===== config.mk =====
export PLATFORM = sky130hd
export DESIGN_NAME = mem_arbiter
export DESIGN_NICKNAME = d
export VERILOG_FILES = /design/src/rtl/cpu_types_pkg.sv /design/src/rtl/mem_arbiter.sv
export SDC_FILE = /design/constraint.sdc
export NUM_CORES = 1
export LEC_CHECK = 0
export CAP_MARGIN = 10
export CORE_MARGIN = 4
export CORE_UTILIZATION = 42
export DETAILED_ROUTE_END_ITERATION = 16
export PLACE_DENSITY_LB_ADDON = 0.2
export SYNTH_ARGS = -nofsm -noshare
export SYNTH_HDL_FRONTEND = slang
export SYNTH_SLANG_ARGS = --single-unit

===== constraint.sdc =====
create_clock -name CLK -period 5.2 [get_ports CLK]
set_clock_uncertainty 0.2 [all_clocks]
set_input_delay 0.52 -clock CLK [delete_from_list [all_inputs] [get_ports CLK]]
set_output_delay 0.52 -clock CLK [all_outputs]
set_load 0.01 [all_outputs]

===== src/rtl/cpu_types_pkg.sv =====
// rtl/cpu_types_pkg.sv - shared CPU word, RAM status and memory arbiter state types
package cpu_types_pkg;

  typedef logic [31:0] word_t;

  typedef enum logic [1:0] {
    FREE   = 2'd0,
    BUSY   = 2'd1,
    ACCESS = 2'd2,
    ERROR  = 2'd3
  } ramstate_t;

  typedef enum logic [2:0] {
    IDLE   = 3'd0,
    IGRANT = 3'd1,
    DGRANT = 3'd2,
    IDONE  = 3'd3,
    DDONE  = 3'd4
  } arb_state_t;

endpackage


===== src/rtl/mem_arbiter.sv =====
// rtl/mem_arbiter.sv - single-port RAM arbiter between fetch and data requesters
// Optional fetch starvation guard compiled in with MEM_ARB_STARVE_GUARD_EN.
module mem_arbiter
  import cpu_types_pkg::*;
#(
  parameter int STARVE_LIMIT = 4
) (
  input  logic        CLK,
  input  logic        RST,
  input  logic        iREN,
  input  logic [31:0] iaddr,
  input  logic        dREN,
  input  logic        dWEN,
  input  logic [31:0] daddr,
  input  logic [31:0] dstore,
  input  logic [1:0]  ramstate,
  input  logic [31:0] ramload,
  output logic        ramREN,
  output logic        ramWEN,
  output logic [31:0] ramaddr,
  output logic [31:0] ramstore,
  output logic        ihit,
  output logic [31:0] iload,
  output logic        dhit,
  output logic [31:0] dload,
  output logic        memerr
);

  arb_state_t state, next_state;
  ramstate_t  rs;
  word_t      req_addr, req_data;
  logic       req_wr;
  logic       dreq, grant_i, grant_d, load_i, load_d, err;
  logic       starve_hit, ram_active;

  assign rs   = ramstate_t'(ramstate);
  assign dreq = dREN | dWEN;

`ifdef MEM_ARB_STARVE_GUARD_EN
  logic [3:0] starve_cnt;

  assign starve_hit = iREN && (starve_cnt == 4'(STARVE_LIMIT));

  always_ff @(posedge CLK or posedge RST) begin
    if (RST) begin
      starve_cnt <= '0;
    end else if (grant_i || (state == IDLE && !iREN)) begin
      starve_cnt <= '0;
    end else if (grant_d && iREN) begin
      starve_cnt <= starve_cnt + 4'd1;
    end
  end
`else
  logic unused_starve_limit;
  assign unused_starve_limit = (STARVE_LIMIT != 0);
  assign starve_hit = 1'b0;
`endif

  always_comb begin
    next_state = state;
    grant_i    = 1'b0;
    grant_d    = 1'b0;
    load_i     = 1'b0;
    load_d     = 1'b0;
    err        = 1'b0;
    case (state)
      IDLE: begin
        if (starve_hit) begin
          grant_i    = 1'b1;
          next_state = IGRANT;
        end else if (dreq) begin
          grant_d    = 1'b1;
          next_state = DGRANT;
        end else if (iREN) begin
          grant_i    = 1'b1;
          next_state = IGRANT;
        end
      end
      // A dropped request wins over the RAM status: its strobe is already gone.
      IGRANT: begin
        if (!iREN) begin
          next_state = IDLE;
        end else if (rs == ACCESS) begin
          load_i     = 1'b1;
          next_state = IDONE;
        end else if (rs == ERROR) begin
          err        = 1'b1;
          next_state = IDLE;
        end
      end
      DGRANT: begin
        if (!dreq) begin
          next_state = IDLE;
        end else if (rs == ACCESS) begin
          load_d     = 1'b1;
          next_state = DDONE;
        end else if (rs == ERROR) begin
          err        = 1'b1;
          next_state = IDLE;
        end
      end
      IDONE:   next_state = IDLE;
      DDONE:   next_state = IDLE;
      default: next_state = IDLE;
    endcase
  end

  assign ram_active = (state == IGRANT && iREN) || (state == DGRANT && dreq);
  assign ramREN     = ram_active && !req_wr;
  assign ramWEN     = ram_active && req_wr;
  assign ramaddr    = ram_active ? req_addr : '0;
  assign ramstore   = ram_active ? req_data : '0;
  assign ihit       = (state == IDONE);
  assign dhit       = (state == DDONE);

  always_ff @(posedge CLK or posedge RST) begin
    if (RST) begin
      state    <= IDLE;
      req_addr <= '0;
      req_data <= '0;
      req_wr   <= 1'b0;
      iload    <= '0;
      dload    <= '0;
      memerr   <= 1'b0;
    end else begin
      state  <= next_state;
      memerr <= err;
      if (grant_d) begin
        req_addr <= daddr;
        req_data <= dstore;
        req_wr   <= dWEN;
      end else if (grant_i) begin
        req_addr <= iaddr;
        req_data <= '0;
        req_wr   <= 1'b0;
      end
      if (load_i) iload <= ramload;
      if (load_d && !req_wr) dload <= ramload;
    end
  end

endmodule


After elaboration in Yosys (flattened, before gate mapping)
Cells that the tools add are included.

cells by class
  eq/ne operators = 7
  multiplexer cells = 31
  bitwise operators = 1
  reduce and logical (&&, ||, !) cells = 9

operator list
  kind                  number
  $mux W32              6
  $mux W3               7
  $mux W1               16
  $pmux W3 S3           1
  $eq A3 B2 Y1 const B  2
  $logic_and A1 B1 Y1   5
  $eq A2 B2 Y1 const B  2
  $eq A3 B1 Y1 const B  1
  $eq A3 B3 Y1 const B  1
  $logic_not A3 Y1      1
  $ne A3 B3 Y1 const B  1
  $pmux W1 S2           1
  $reduce_bool A2 Y1    1
  $logic_not A1 Y1      1
  $logic_or A1 B1 Y1    1
  $or A1 B1 Y1          1

word-level totals
  register bits after elaboration = 133
  input port bits = 135
  output and inout port bits = 133
  word-level logic and storage cells = 55

Longest topological paths before layout
Gate-level depths: netlist of the first run.

  word-level depth = 5
  mapped depth = 7
  gate-level depth less buffers = 3

Worst setup path after synthesis of the first run
No wires, ideal clock.

  path type = input to output
  start point = input port dREN
  end point = output port ramstore[13]
  arrival time = 1.539 ns
  required time = 4.480 ns
  path slack = 2.941 ns
  stages on the path = 5
  buffers on the path = 2
  cell sequence = o21ai_0 o21a_1 clkbuf_1 clkbuf_1 nor3b_1

on the way
  longest elaborated chain between the ends = 4

ends and longest elaborated chain
  item                 line                RTL
  start: declaration   mem_arbiter.sv:12   input logic dREN,
  $or A1 B1 Y1         mem_arbiter.sv:37   assign dreq = dREN | dWEN;
  $logic_and A1 B1 Y1  mem_arbiter.sv:108  assign ram_active = (state == IGRANT && iREN) || (state == DGRANT && dreq);
  $logic_or A1 B1 Y1   mem_arbiter.sv:108
  $mux W32             mem_arbiter.sv:112  assign ramstore = ram_active ? req_data : '0;
  end: declaration     mem_arbiter.sv:21   output logic [31:0] ramstore,

No other way between the ends.

Final worst setup path of the first run
  start point = input port dWEN
  end point = output port ramaddr[5]

on the way
  longest elaborated chain between the ends = 4

ends and longest elaborated chain
  item                 line                RTL
  start: declaration   mem_arbiter.sv:13   input logic dWEN,
  $or A1 B1 Y1         mem_arbiter.sv:37
  $logic_and A1 B1 Y1  mem_arbiter.sv:108
  $logic_or A1 B1 Y1   mem_arbiter.sv:108
  $mux W32             mem_arbiter.sv:111  assign ramaddr = ram_active ? req_addr : '0;
  end: declaration     mem_arbiter.sv:20   output logic [31:0] ramaddr,

No other way between the ends.

==> results of run 1 <==
==> power by group through the flow <==
stage / Sequential (mW) / Clock (mW) / Combinational, mW
6_report: 1.76 / 1.09 / 2.08
5_1_grt: 1.81 / 1.17 / 2.25
4_1_cts: 1.76 / 1.12 / 2.10
3_5_place_dp: 1.76 / 0 / 2.10
3_3_place_gp: 1.75 / 0 / 2.04
2_1_floorplan: 1.76 / 0 / 1.04
==> flip-flops by register name, indices dropped and copies added (netlist names) <==
name / flops
iload: 32
req_addr: 32
req_wr: 1
memerr: 1
state: 3
dload: 32
req_data: 32
==> layer usage <==
| layer | GRT usage | up-vias | share of wire |
|---|---|---|---|
| met1 | 0.291 | 2470 | 0.42 |
| met3 | 0.0828 | 32 | 0.086 |
| li1 | - | 2328 | - |
| met4 | 0.0801 | 0 | 0.024 |
| met2 | 0.369 | 243 | 0.47 |
| met5 | 0 | - | 0 |
==> stage by stage <==
| stage | util | cells | hold WS [ps] |
|---|---|---|---|
| after global placement | 0.626 | 910 | 268 |
| final | 0.667 | 942 | 283 |
| after global routing | 0.667 | 942 | 307 |
| after detailed placement | 0.628 | 911 | 275 |
| after CTS | 0.667 | 942 | 287 |
| after floorplan | - | 504 | 265 |
==> area by class of cell <==
cell class	instances	area (um^2)	area share
clock inverter	10	81.3	0.00878
clock buffer	21	460	0.0497
timing repair buffer	279	2780	0.301
tap	180	225	0.0243
inverter	2	10.0	0.00108
sequential	133	3330	0.360
multi-input combinational	317	2370	0.256
==> worst max-delay path, stage by stage <==
cell,delay [ps]
clkdlybuf4s50_1,510
o21ai_0,220
o21a_2,610
buf_4,430
nor3b_1,90
clkdlybuf4s50_1,540
==> final timing paths <==
check                                      startpoint                  endpoint  slack (ps)  depth (start not counted)
worst max-delay path                             dWEN                ramaddr[5]        1540                          6
worst min-delay path            dload[17]$_DFFE_PP0P_     dload[17]$_DFFE_PP0P_         280                          1
worst max register to register   state[2]$_DFFE_PP0P_  req_addr[10]$_DFFE_PP0P_        1950                          5
worst min register to register  dload[17]$_DFFE_PP0P_     dload[17]$_DFFE_PP0P_         280                          1
max in group asynchronous                         RST   req_data[5]$_DFFE_PP0P_        3290                          3
min in group asynchronous                         RST  req_data[28]$_DFFE_PP0P_         450                          2
==> cell families (layout without fill, tap and decap cells) <==
kind of cell / Yosys count / after routing / share of synthesized area
buffers and inverters: 54 / 312 / 0.0470
AOI/OAI and AO/OA: 133 / 133 / 0.149
and+or+nand+nor: 119 / 119 / 0.124
muxes: 65 / 65 / 0.123
DFF: 133 / 133 / 0.558
==> placed cells by master (no fill, tap or decap), drive strengths merged, types with 7 or more instances in the layout <==
master / n
a21oi: 32
a22o: 32
buf: 12
clkbuf: 21
clkdlybuf4s50: 267
clkinv: 7
dfrtp: 133
mux2: 65
nor2: 35
nor3b: 67
o21ai: 33
o31ai: 33
==> results.ini, run 1 <==
[sta]
rsz0062_at_grt=no
hold_violations=0
layout_setup_ws_ps=1540
worst_pin_slew_ps=1170
fin_crit_sh=0.705
final.setup.tns_ps=0
finalSetupViolations=0
drv_slew=0
fmax_ghz=0.273
max_slew_margin=0.219
min_period_ps=3660

[grt]
grt.total_usage=0.231
grt_pass1_vias=5509
overflow=0
grt_pass1_wl_um=29500
grt_max_degree=71
antenna_found_initial=0

[cts]
clk_latency_ps=400
cts.sinks=133
htree_levels=4
holdBufCountCts=0
clkSlewWorstSetupHoldPaths_ps=50
cts-root-buf=clkbuf_16
cts_max_path_buffers=2
cts_tree=yes
post_cts_buffers=0
numCtsBuffers=17
cts_resized=0

[pwr]
p_sw_frac=0.324
pwr-share-comb=0.422
seq_power_share=0.357
intPower_mw=3.34
clockPowerShare=0.221
total_leakage_power_nw=3.81
p_sw_mw=1.60
power.density_mw_per_mm2=533
p_total_mw=4.93
vdd_drop_max_v=0.000287

[route]
detail-route-antenna-nets=0
detail_route.first_pass.iterations=4
drtIter0Drc=232
wl_per_cell_um=19.5
vias=5073
wirelength_um=18400
vias_per_cell=5.39
drcViolationCount=0

[worst_setup_path]
crit_type=primary input to output pin
critPathMaxFanout=36
critPathRequiredTime_ps=4480
end_kind=output pin
cp-start-kind=primary input
arrival_ps=2940

[placement]
placed_cell_area_mm2=0.00872
dp_slack_ps=1570
place_congestion=0.873
port_buffers=267
place_hpwl_um=13000

[finish]
antenna_cells=0
area_delta_synth_final_pct=55.2
fillers=1065
nets=885
drive_gt1_frac=0.135
design_area_mm2=0.00926

[logic_synthesis]
yosys.area.top_type=dfrtp_1
synth.most_common_cell=dfrtp_1
synth_top_area_share=0.558
synth_commonest_cells=dfrtp_1 (133), nor3b_1 (67), mux2_2 (52), nor2_1 (35), o21ai_0 (33)
async_flop_share=1.00
seq_area_frac_synth=0.558
synth_edf_count=0
synth_cell_types=29
synthTopCellsByArea=dfrtp_1 (56%), mux2_2 (9.8%), nor3b_1 (8.4%)
ys_seq_elements=133
postSynthCellCount=504
synth_flop_cell=dfrtp_1
synth_area_mm2=0.00597
synth_fp_nets=639
yosysWarnings=0
syn_area_per_cell_um2=11.8

[floorplan]
die_w_um=127
fp.dieH_um=127
num_rows=43
coreArea_mm2=0.0139
start_util=0.430
die_area_mm2=0.0162
io_pins=268

[status]
outcome=finished clean

[worst_hold_path]
hp-class=register to register

[flow_run]
drv_cap=0

Power figures use the tool's default switching activity.
==> inputs of run 2 (changes only) <==
--- a/config.mk
+++ b/config.mk
@@ -7,7 +7,7 @@
 export LEC_CHECK = 0
 export CAP_MARGIN = 10
 export CORE_MARGIN = 4
-export CORE_UTILIZATION = 42
+export CORE_UTILIZATION = 38
 export DETAILED_ROUTE_END_ITERATION = 16
 export PLACE_DENSITY_LB_ADDON = 0.2
 export SYNTH_ARGS = -nofsm -noshare
==> constraint.sdc (replaced) <==
create_clock -name CLK -period 3 [get_ports CLK]
set_clock_uncertainty 0.2 [all_clocks]
set_input_delay 0.3 -clock CLK [delete_from_list [all_inputs] [get_ports CLK]]
set_output_delay 0.3 -clock CLK [all_outputs]
set_load 0.01 [all_outputs]
==> run 2 against run 1 <==
  * Largest power group unchanged
  * Clock power increased by 83%
  * First-iteration DRC count down 17%
  * Total power up 76%
  * Die area grew 9.8%
  * Via count down 0.39%
  * Hold slack got worse by 160 ps
  * Flip-flop and latch count is the same
  * Global-route usage shrank 2.9 points
  * Critical endpoint is now ramaddr[6]
==> results.ini, run 2 (same netlist as run 1, synthesis figures left out) <==
[worst_setup_path]
critPathRequiredTime_ps=2500  ; -1980 ps
critPathMaxFanout=17  ; -53%
end_kind=output pin
crit_path_frequent_cell=clkdlybuf4s50_1
cp_cell_sequence=clkdlybuf4s50_1 > o21ai_0 > o21a_4 > buf_4 > nor3b_1 > clkdlybuf4s50_1
slowest_delay_ps=600  ; about the same
cpMaxStageDelayCell=clkdlybuf4s50_1
arrival_ps=2320  ; -620 ps
cp-start-kind=primary input
critPathTopFamily=buffers and inverters
crit_buf_inv=3  ; unchanged
crit_type=primary input to output pin

[route]
wl_per_cell_um=18.3  ; -6.3%
drcViolationCount=0  ; unchanged
drtIter0Drc=193  ; -17%
vias_per_cell=5.17  ; -4.1%
detail-route-antenna-nets=0  ; unchanged
detail_route.first_pass.iterations=5  ; +1
vias=5053  ; -0.39%
wirelength_um=17900  ; -2.7%

[grt]
grt_pass1_vias=5327  ; -3.3%
antenna_found_initial=0  ; unchanged
grt_pass1_wl_um=28400  ; -3.6%
overflow=0  ; unchanged
grt_max_degree=65  ; -8.5%
grt.total_usage=0.201  ; -0.0294

[finish]
antenna_cells=0  ; unchanged
drive_gt1_frac=0.143  ; +0.00825
layout_common_cells=clkdlybuf4s50_1 (267), dfrtp_1 (131), nor3b_1 (67), mux2_2 (52)
layout_commonest_cell=clkdlybuf4s50_1
design_area_mm2=0.00945  ; +2.0%
area_delta_synth_final_pct=58.3
nets=890  ; +0.56%

[cts]
clk_latency_ps=400  ; about the same
numCtsBuffers=17  ; unchanged
cts_tree=yes
cts-root-buf=clkbuf_16
htree_levels=4  ; unchanged
clkSlewWorstSetupHoldPaths_ps=60  ; about the same
cts.sinks=133  ; unchanged
cts_max_path_buffers=2  ; unchanged

[sta]
fmax_ghz=0.355
fin_crit_sh=0.940
hold_violations=0  ; unchanged
rsz0062_at_grt=no
worst_pin_slew_ps=635  ; -537 ps
min_period_ps=2820
drv_slew=0  ; unchanged
finalSetupViolations=0  ; unchanged
final.setup.tns_ps=0  ; unchanged
max_slew_margin=0.576  ; +0.357

[placement]
port_buffers=267  ; unchanged
placed_cell_area_mm2=0.00886  ; +1.7%
place_hpwl_um=12700  ; -1.9%
place_congestion=0.834  ; -4.5%

[floorplan]
die_area_mm2=0.0178  ; +9.8%
fp.dieH_um=133  ; +4.8%
coreArea_mm2=0.0153  ; +10%
start_util=0.390  ; -0.0403
io_pins=268  ; unchanged
num_rows=45  ; +4.7%
die_w_um=133  ; +4.8%

[status]
outcome=finished clean

[pwr]
total_leakage_power_nw=3.85  ; +1.1%
power.density_mw_per_mm2=920  ; +73%
p_total_mw=8.70  ; +76%
vdd_drop_max_v=0.000396  ; +38%

[flow_run]
drv_cap=0  ; unchanged

[worst_hold_path]
hp-class=primary input to async pin

## run 2: changes by cell type in the layout (fill, tap and decap cells not counted), sizes merged
cell	change
buf	+5
clkinvlp	+3
clkbuf	-2
inv	-2
bufinv	+1
## run 2: what timing repair did
item                       4_1_cts  5_1_grt
resized for setup                0        2
hold buffers                     0        0
setup endpoints to repair        0       15
buffers inserted                 0        0
## run 2: routing by layer
metal / track usage / wire [um]
met5: 0 / 0
met4: 0.0691 / 306
met3: 0.0695 / 1570
met2: 0.311 / 8270
met1: 0.266 / 7720
## run 2: worst register-to-register path: cells and delay by family (launching register included)
family          cells  cell delay, ps
compound gates      1             310
buf+inv             1             270
flops               1             560
simple gates        2            1080
## run 2: worst paths after layout
check / startpoint / end / slack, ps / cells past startpoint
max reg2reg: state[2]$_DFFE_PP0P_ / req_addr[2]$_DFFE_PP0P_ / 480 / 4
max: dWEN / ramaddr[6] / 180 / 6
min in group CLK: dload[24]$_DFFE_PP0P_ / dload[24]$_DFFE_PP0P_ / 280 / 1
min: RST / req_addr[8]$_DFFE_PP0P_ / 130 / 2
min reg2reg: dload[24]$_DFFE_PP0P_ / dload[24]$_DFFE_PP0P_ / 280 / 1
max in group asynchronous: RST / iload[17]$_DFFE_PP0P_ / 1750 / 3
## run 2: report_power, final
| group | internal, mW | switching, mW | total (mW) |
|---|---|---|---|
| combinational | 2.10 | 1.60 | 3.70 |
| clock | 1.24 | 0.749 | 1.99 |
| sequential | 2.58 | 0.426 | 3.00 |
## run 2: final cells by class
class | count | area, um^2
Clock buffer | 19 | 443
Clock inverter | 12 | 133
Fill cell | 1239 | 5870
Inverter | 2 | 11.3
Multi-Input combinational cell | 317 | 2380
Sequential cell | 133 | 3330
Tap cell | 211 | 264
Timing Repair Buffer | 284 | 2890
## run 2: per-stage QoR
stage / hold slack, ps / worst slack, ps / utilization / std cells
final: 127 / 180 / 0.617 / 978
after global routing: 171 / 79.4 / 0.617 / 978
after CTS: 141 / 90.4 / 0.616 / 978
after detailed placement: 274 / 149 / 0.579 / 947
after global placement: 267 / 172 / 0.579 / 947
after floorplan: 218 / 849 / - / 504
==> inputs of run 3 (changes only) <==
--- a/config.mk
+++ b/config.mk
@@ -9,7 +9,8 @@
 export CORE_MARGIN = 4
 export CORE_UTILIZATION = 38
 export DETAILED_ROUTE_END_ITERATION = 16
-export PLACE_DENSITY_LB_ADDON = 0.2
+export PLACE_DENSITY = 0.8
+export RECOVER_POWER = 50
 export SYNTH_ARGS = -nofsm -noshare
 export SYNTH_HDL_FRONTEND = slang
 export SYNTH_SLANG_ARGS = --single-unit
==> run 3 against run 2 <==
  * Clock power increased by 4%
  * First-iteration DRC count is 12% higher
  * Combinational power down 3%
  * Global-route usage is 0.43 points higher
==> results.ini, run 3 (same netlist as run 1, synthesis figures left out) <==
[status]
outcome=finished clean

[grt]
antenna_found_initial=0  ; unchanged
grt_max_degree=67  ; +3.1%
grt_pass1_wl_um=29200  ; +2.9%
grt.total_usage=0.206  ; +0.00429
overflow=0  ; unchanged
grt_pass1_vias=5439  ; +2.1%

[cts]
clk_latency_ps=400  ; about the same
numCtsBuffers=17  ; unchanged
cts-root-buf=clkbuf_16
clkSlewWorstSetupHoldPaths_ps=60  ; about the same
cts.sinks=133  ; unchanged
post_cts_buffers=0  ; unchanged
htree_levels=4  ; unchanged
cts_max_path_buffers=2  ; unchanged
cts_tree=yes

[pwr]
vdd_drop_max_v=0.000425  ; +7.3%
power.density_mw_per_mm2=918  ; -0.23%
total_leakage_power_nw=3.96  ; +2.9%

[floorplan]
io_pins=268  ; unchanged
start_util=0.390  ; unchanged
die_area_mm2=0.0178  ; unchanged
die_w_um=133  ; unchanged
coreArea_mm2=0.0153  ; unchanged
fp.dieH_um=133  ; unchanged
num_rows=45  ; unchanged

[sta]
worst_pin_slew_ps=1270  ; +638 ps
drv_slew=0  ; unchanged
min_period_ps=2860  ; +40.1 ps
fin_crit_sh=0.953  ; +0.0134
hold_slack_ps=281  ; +154 ps
final.setup.tns_ps=0  ; unchanged
hold_violations=0  ; unchanged
max_slew_margin=0.147  ; -0.429
finalSetupViolations=0  ; unchanged
rsz0062_at_grt=no
fmax_ghz=0.350  ; -1.4%

[finish]
stdcell_count=978  ; unchanged
area_delta_synth_final_pct=57.6
drive_gt1_frac=0.143  ; unchanged
nets=889  ; -0.11%
design_area_mm2=0.00941  ; -0.41%
layout_common_cells=clkdlybuf4s50_1 (204), dfrtp_1 (131), nor3b_1 (67), dlygate4sd3_1 (63), mux2_2 (52)
antenna_cells=0  ; unchanged
layout_commonest_cell=clkdlybuf4s50_1

[route]
wl_per_cell_um=18.7  ; +2.7%
detail_route.first_pass.iterations=4  ; -1
vias=5128  ; +1.5%
vias_per_cell=5.24  ; +1.5%
drtIter0Drc=217  ; +12%
wirelength_um=18300  ; +2.7%
drcViolationCount=0  ; unchanged
detail-route-antenna-nets=0  ; unchanged

[worst_setup_path]
end_kind=output pin
critPathRequiredTime_ps=2500  ; about the same
reg2regPathDepth=4  ; unchanged
reg2reg_to=req_addr[6]$_DFFE_PP0P_
reg2reg_slack_ps=540  ; +60 ps
slowest_delay_ps=600  ; about the same
arrival_ps=2360  ; +40 ps
cpMaxStageDelayCell=clkdlybuf4s50_1
crit_path_frequent_cell=clkdlybuf4s50_1
timing.rr.start=state[0]$_DFFE_PP0P_
cp_cell_sequence=clkdlybuf4s50_1 > o21ai_0 > o21a_2 > buf_12 > nor3b_1 > clkdlybuf4s50_1
crit_type=primary input to output pin
cp-start-kind=primary input
critPathMaxFanout=66  ; +49

[worst_hold_path]
hp-start=dload[16]$_DFFE_PP0P_
whs_path_depth=1
hp-class=register to register
whs_endpoint=dload[16]$_DFFE_PP0P_

[placement]
place_hpwl_um=13400  ; +4.7%
placed_cell_area_mm2=0.00883  ; -0.37%
port_buffers=267  ; unchanged
place_congestion=0.827  ; -0.78%
placedCellCount=946  ; -0.11%

[flow_run]
drv_cap=0  ; unchanged

run 3: what timing repair did:
action	4_1_cts	5_1_grt
hold buffers	0	0
gates resized for setup	0	1
setup endpoints to repair	0	8
run 3: power breakdown:
| group | switching, mW | total [mW] | internal [mW] |
|---|---|---|---|
| sequential | 0.425 | 3.00 | 2.58 |
| combinational | 1.62 | 3.58 | 1.95 |
| clock | 0.783 | 2.06 | 1.28 |
| total | 2.83 | 8.64 | 5.81 |
run 3: worst max path at each step:
stage,start,endpoint,depth (start not counted)
5_1_grt,dREN,ramstore[22],6
3_5_place_dp,dREN,ramstore[29],6
6_report,dREN,ramstore[22],6
3_3_place_gp,dREN,ramstore[26],6
2_1_floorplan,RST,dload[0]$_DFFE_PP0P_,1
4_1_cts,state[1]$_DFFE_PP0P_,ramstore[22],5
run 3: layer usage:
metal | global-route usage | part of all wire | routed length, um
met5 | 0 | 0 | 0
met1 | 0.263 | 0.42 | 7630
met3 | 0.0600 | 0.077 | 1410
met4 | 0.0674 | 0.020 | 367
met2 | 0.337 | 0.49 | 8930
run 3: final cells by class:
class	instances	area [um^2]
Fill cell	1228	5910
Inverter	2	8.76
Tap cell	211	264
Clock inverter	13	146
Clock buffer	19	453
Timing Repair Buffer	283	2830
Multi-Input combinational cell	317	2370
Sequential cell	133	3330
run 3: critical path: cells and delay by family:
kind / cells / cell delay [ps]
buffers and inverters: 3 / 1360
AOI/OAI and AO/OA: 2 / 370
and+or+nand+nor: 1 / 290
run 3: metrics by stage:
| stage | total power [mW] | util | setup WS [ps] |
|---|---|---|---|
| 4_1_cts | 8.88 | 0.616 | 90.2 |
| 2_1_floorplan | 4.86 | - | 849 |
| 5_1_grt | 9.14 | 0.614 | 41.3 |
| 3_5_place_dp | 6.76 | 0.577 | 155 |
| 3_3_place_gp | 6.62 | 0.577 | 185 |
| 6_report | 8.64 | 0.614 | 140 |
